## config.mk

```make
export PLATFORM = sky130hd
export DESIGN_NAME = core_sequencer
export DESIGN_NICKNAME = d
export VERILOG_FILES = /design/src/rtl/core_pkg.sv /design/src/rtl/inst_decode.sv /design/src/rtl/core_sequencer.sv
export SDC_FILE = /design/constraint.sdc
export NUM_CORES = 1
export LEC_CHECK = 0
export ABC_AREA = 0
export ABC_CLOCK_PERIOD_IN_PS = 5250
export BUFFER_PORTS_ARGS = -buffer_cell sky130_fd_sc_hd__buf_2
export CORE_ASPECT_RATIO = 0.9
export CORE_UTILIZATION = 52
export CTS_CLUSTER_SIZE = 16
export DETAILED_ROUTE_END_ITERATION = 6
export PLACE_DENSITY = 0.81
export SETUP_SLACK_MARGIN = 0.3
export SYNTH_ARGS = -nofsm -noshare
export SYNTH_HDL_FRONTEND = slang
export SYNTH_SLANG_ARGS = --single-unit
```

## constraint.sdc

```tcl
create_clock -name clk -period 5.25 [get_ports clk]
set_input_delay 0.7875 -clock clk [delete_from_list [all_inputs] [get_ports clk]]
set_output_delay 0.7875 -clock clk [all_outputs]
set_load 0.01 [all_outputs]
```

## src/rtl/core_pkg.sv

```systemverilog
// Shared encodings, ALU codes, FSM states and decode bundle for the
// multi-cycle RISC-V sequencer.
package core_pkg;

  localparam logic [6:0] OP_R   = 7'h33;
  localparam logic [6:0] OP_I   = 7'h13;
  localparam logic [6:0] OP_SYS = 7'h73;

  localparam logic [3:0] ALU_ADD = 4'b0010;
  localparam logic [3:0] ALU_SUB = 4'b0100;
  localparam logic [3:0] ALU_NOP = 4'b1111;

  typedef enum logic [2:0] {
    S_FETCH, S_DECODE, S_EXECUTE, S_WRITEBACK, S_HALT
  } seq_state_t;

  typedef enum logic [1:0] {
    ERR_NONE    = 2'd0,
    ERR_ILLEGAL = 2'd1,
    ERR_TIMEOUT = 2'd2
  } err_cause_t;

  typedef struct packed {
    logic [4:0]  rs1;
    logic [4:0]  rs2;
    logic [4:0]  rd;
    logic [31:0] imm;
    logic        alu_src_imm;
    logic [3:0]  alu_control;
  } dec_t;

  localparam dec_t DEC_RST = '{rs1: 5'd0, rs2: 5'd0, rd: 5'd0, imm: 32'd0,
                               alu_src_imm: 1'b0, alu_control: ALU_NOP};

endpackage

```

## src/rtl/inst_decode.sv

```systemverilog
// Combinational decoder for the supported subset: ADD, SUB, ADDI, ECALL.
module inst_decode
  import core_pkg::*;
(
  input  logic [31:0] instr,
  output dec_t        dec,
  output logic        is_ecall,
  output logic        illegal
);

  logic [6:0] opcode;
  logic [2:0] funct3;
  logic [6:0] funct7;

  assign opcode = instr[6:0];
  assign funct3 = instr[14:12];
  assign funct7 = instr[31:25];

  always_comb begin
    dec             = DEC_RST;
    dec.rs1         = instr[19:15];
    dec.rs2         = instr[24:20];
    dec.rd          = instr[11:7];
    is_ecall        = 1'b0;
    illegal         = 1'b0;
    case (opcode)
      OP_R: begin
        if (funct3 == 3'd0 && funct7 == 7'h00)      dec.alu_control = ALU_ADD;
        else if (funct3 == 3'd0 && funct7 == 7'h20) dec.alu_control = ALU_SUB;
        else                                        illegal = 1'b1;
      end
      OP_I: begin
        if (funct3 == 3'd0) begin
          dec.alu_control = ALU_ADD;
          dec.alu_src_imm = 1'b1;
          dec.imm         = {{20{instr[31]}}, instr[31:20]};
        end else begin
          illegal = 1'b1;
        end
      end
      OP_SYS: begin
        if (instr == 32'h0000_0073) is_ecall = 1'b1;
        else                        illegal  = 1'b1;
      end
      default: illegal = 1'b1;
    endcase
  end

endmodule

```

## src/rtl/core_sequencer.sv

```systemverilog
// Multi-cycle FETCH/DECODE/EXECUTE/WRITEBACK sequencer with sticky HALT on
// ECALL, illegal encoding or instruction-fetch timeout.
module core_sequencer
  import core_pkg::*;
#(
  parameter logic [31:0] RESET_PC      = 32'h0000_0000,
  parameter int          FETCH_TIMEOUT = 16
) (
  input  logic        clk,
  input  logic        rst,
  output logic        imem_req,
  output logic [31:0] imem_addr,
  input  logic        imem_valid,
  input  logic [31:0] imem_rdata,
  output logic [4:0]  rs1_num,
  output logic [4:0]  rs2_num,
  output logic [4:0]  rd_num,
  output logic [31:0] imm,
  output logic        alu_src_imm,
  output logic [3:0]  alu_control,
  output logic        rf_we,
  output logic [31:0] pc,
  output logic [31:0] instret,
  output logic        halted,
  output logic [1:0]  error
);

  localparam int CW = (FETCH_TIMEOUT > 1) ? $clog2(FETCH_TIMEOUT) : 1;
  localparam logic [CW-1:0] WAIT_LAST = CW'(FETCH_TIMEOUT - 1);

  seq_state_t    state_q, state_d;
  logic [31:0]   pc_q, pc_d, instr_q, instr_d, instret_q, instret_d;
  logic [CW-1:0] wait_q, wait_d;
  dec_t          dec_q, dec_d, dec_w;
  logic          rf_we_q, rf_we_d, halted_q, halted_d;
  err_cause_t    error_q, error_d;
  logic          is_ecall, illegal;

  inst_decode u_dec (
    .instr    (instr_q),
    .dec      (dec_w),
    .is_ecall (is_ecall),
    .illegal  (illegal)
  );

  always_comb begin
    state_d   = state_q;
    pc_d      = pc_q;
    instr_d   = instr_q;
    instret_d = instret_q;
    wait_d    = wait_q;
    dec_d     = dec_q;
    rf_we_d   = 1'b0;
    halted_d  = halted_q;
    error_d   = error_q;
    case (state_q)
      S_FETCH: begin
        // Data arriving on the last allowed cycle still beats the timeout.
        if (imem_valid) begin
          instr_d = imem_rdata;
          state_d = S_DECODE;
        end else if (wait_q == WAIT_LAST) begin
          state_d  = S_HALT;
          halted_d = 1'b1;
          error_d  = ERR_TIMEOUT;
        end else begin
          wait_d = wait_q + 1'b1;
        end
      end
      S_DECODE: begin
        dec_d = dec_w;
        if (illegal) begin
          state_d  = S_HALT;
          halted_d = 1'b1;
          error_d  = ERR_ILLEGAL;
        end else if (is_ecall) begin
          state_d  = S_HALT;
          halted_d = 1'b1;
          error_d  = ERR_NONE;
        end else begin
          state_d = S_EXECUTE;
        end
      end
      S_EXECUTE: begin
        rf_we_d = (dec_q.rd != 5'd0);
        state_d = S_WRITEBACK;
      end
      S_WRITEBACK: begin
        pc_d      = pc_q + 32'd4;
        instret_d = instret_q + 32'd1;
        wait_d    = '0;
        state_d   = S_FETCH;
      end
      S_HALT:  state_d = S_HALT;
      default: state_d = S_HALT;
    endcase
  end

  always_ff @(posedge clk or posedge rst) begin
    if (rst) begin
      state_q   <= S_FETCH;
      pc_q      <= RESET_PC;
      instr_q   <= '0;
      instret_q <= '0;
      wait_q    <= '0;
      dec_q     <= DEC_RST;
      rf_we_q   <= 1'b0;
      halted_q  <= 1'b0;
      error_q   <= ERR_NONE;
    end else begin
      state_q   <= state_d;
      pc_q      <= pc_d;
      instr_q   <= instr_d;
      instret_q <= instret_d;
      wait_q    <= wait_d;
      dec_q     <= dec_d;
      rf_we_q   <= rf_we_d;
      halted_q  <= halted_d;
      error_q   <= error_d;
    end
  end

  assign imem_req    = (state_q == S_FETCH);
  assign imem_addr   = pc_q;
  assign rs1_num     = dec_q.rs1;
  assign rs2_num     = dec_q.rs2;
  assign rd_num      = dec_q.rd;
  assign imm         = dec_q.imm;
  assign alu_src_imm = dec_q.alu_src_imm;
  assign alu_control = dec_q.alu_control;
  assign rf_we       = rf_we_q;
  assign pc          = pc_q;
  assign instret     = instret_q;
  assign halted      = halted_q;
  assign error       = error_q;

endmodule

```

==> flow_metrics.tcl <==
set metrics [dict create \
    yosysSeqAreaShare_pct 54.4 \
    syn2layout_area_growth_pct 19.6 \
    wirelength_um 13300 \
    grt_overflow 0 \
    ant_nets 0 \
    tightest_slew_ps 1120 \
    synth_warnings 0 \
    cts_buffers 17 \
    hpwlAfterDp_um 9300 \
    clockBufferDepth 2 \
    ys_types 48 \
    antenna_found_initial 1 \
    switchingPower_uw 794 \
    synth.area.top_cells "dfrtp_1 53%, xnor2_1 7.7%, buf_4 7.2%" \
    ir_worst_vdd_v 0.000256 \
    cts_root_buf "clkbuf_16" \
    critPathArrivalTime_ps 2890 \
    finalSetupViolations 0 \
    fin_worst_skew_ps 11.2 \
    path_clk_slew_ps 60 \
    relSlewSlack_pct 24.6 \
    dieWidth_um 118 \
    syn_avg_cell_area_um2 11.4 \
    drt_iter0_drc 270 \
    swShare_pct 26.9 \
    dr_total_vias 4582 \
    crit_required_ps 5590 \
    fp.dieH_um 106 \
    status "finished clean" \
    start_util_pct 54.1 \
    yosys.area.top_type "dfrtp_1" \
    synth_edf_count 0 \
    cts_tree "built" \
    grt_usage_pct 22.6 \
    startpoint_type "flop" \
    post_cts_buffers 0 \
    fin_crit_sh_pct 48.7 \
    cts_sinks 136 \
    place.port_buffers 183 \
    ctsHoldBuffers 0 \
    synthFlopType "dfrtp_1" \
    drc 0 \
    synthCells 551 \
    io_pins 188 \
    synth-async-reset-ratio_pct 100 \
    setup_tns_ps 0 \
    grt_setup_unrepaired "no" \
    multi_input_area_um2 2330 \
    path_cells "nor2_1 -> nand2_1 -> nor3_2 -> a22o_1" \
    internal-power_mw 2.16 \
    grt_pass1_wl_um 22200 \
    syn-cell-area_um2 6260 \
    ys_ff_latch 136 \
    synth_top_area_share_pct 53.2 \
    drive_gt1_share_pct 38.3 \
    finish.utilization_pct 64.7 \
    vias_per_cell 5.33 \
    nets 727 \
    p_seq_share_pct 47.8 \
    nFillCells 910 \
    clk_latency_ps 410 \
    layout_min_cycle_time_ps 2550 \
    cts_max_level 4 \
    endpoint_kind "flop" \
    first_pass_iters 4 \
    crit_type "reg2reg" \
    maxCapViolCount 0 \
    max_freq_mhz 391 \
    wire_per_inst_um 15.5 \
    design.core.area_um2 11600 \
    seq_area_um2 3410 \
    combPwrFrac_pct 13.5 \
    rows 37 \
    cts_resized 0 \
    grt_pass1_vias 4504 \
    clockPowerShare_pct 38.6 \
    cp_slowest_cell "nor3_2" \
    max_stage_delay_ps 920 \
    hold_viol 0 \
    place.gp.congestion 0.835 \
    p_per_area_nw_per_um2 394 \
    crit_fanout 33 \
    hp-class "in2async" \
    drv_slew 0 \
    grt_max_degree 57 \
    die_area_um2 12500 \
    p_leak_nw 3.93 \
]
logic make-up (layout without fill, tap and decap cells):
kind of cell / Yosys count / in the layout / synth area share (%)
simple gates: 211 / 211 / 18.6
flops: 136 / 136 / 54.4
buf+inv: 78 / 226 / 8.50
xor+xnor: 62 / 62 / 8.68
mux: 31 / 31 / 5.58
compound gates: 29 / 29 / 3.54
fa+ha+maj: 3 / 3 / 0.600
other cells: 1 / 5 / 0.0599
placed cells by master (no fill, tap or decap), drive strengths merged, types with 22 or more instances in the layout:
cell type,n
nand3,28
buf,186
nand2,77
nand4,35
mux2,31
dfrtp,133
clkbuf,22
xnor2,55
nor2,23
metrics by stage:
step	worst slack, ps	cells	power [mW]	hold slack [ps]	area, um^2
2_1_floorplan	828	554	1.66	457	6270
3_3_place_gp	2870	826	1.79	447	6900
3_5_place_dp	2800	826	1.82	451	6900
4_1_cts	2690	858	2.97	382	7480
5_1_grt	2500	858	3.08	415	7480
6_report	2700	859	2.95	388	7480
synthesized netlist by cell type (2+ instances only):
master and n:
a21oi_1 4, xor2_1 7, nor2_1 20, nand3_1 28, nor3_4 2, nand2_1 77, nor4_2 3, buf_4 60
nor2_2 3, inv_1 8, dfrtp_1 133, o21ai_0 4, xnor2_1 55, nor3_1 6, or2_1 2, and2_1 4
o21a_1 2, buf_2 5, ha_1 3, and4_1 2, nand4_1 35, mux2_2 30, and3_1 12, dfstp_2 3
a22o_1 12, nor4_1 6, clkbuf_1 4
worst max-delay path: cells and delay by family, from the launching register on:
kind / cells / cell delay (ps)
AOI/OAI and AO/OA: 1 / 260
DFF: 1 / 520
and+or+nand+nor: 3 / 1700
power by group through the flow:
stage | registers, mW | logic (mW) | clock network [mW]
finish | 1.41 | 0.400 | 1.14
global placement | 1.41 | 0.382 | 0
global route | 1.43 | 0.443 | 1.21
CTS | 1.41 | 0.405 | 1.16
floorplan | 1.40 | 0.261 | 0
detailed placement | 1.42 | 0.402 | 0
path summary, 6_finish.rpt:
kind	start	to	slack, ps	cells past startpoint
max reg2reg	state_q[1]	imm[4]	2700	4
min reg2reg	alu_src_imm	alu_src_imm	480	1
min in group clk	alu_src_imm	alu_src_imm	480	1
max	state_q[1]	imm[4]	2700	4
min	rst	instret[24]	390	2
max in group asynchronous	rst	imem_addr[11]	3810	3
sequential cells by signal, indices dropped and copies added, names as in the netlist, 2 cells and up:
register,count
alu_control,3
error,2
imem_addr,30
imm,12
instr_q,32
instret,32
rd_num,5
rs1_num,5
rs2_num,5
state_q,3
wait_q,4
cell type report:
cell class                 instances  area share, %
sequential                       136           45.5
multi-input combinational        340           31.1
timing repair buffer             186           12.5
clock buffer                      22           6.47
tap                              156           2.61
clock inverter                    10           1.25
inverter                           8          0.435
antenna                            1         0.0334
per-layer routing:
layer  GRT usage, %  wire [um]
met1           29.1       5770
met2           36.1       6460
met3           7.51        889
met4           7.33        172
met5              0         13
No activity file was read; power rests on OpenSTA's default activity.
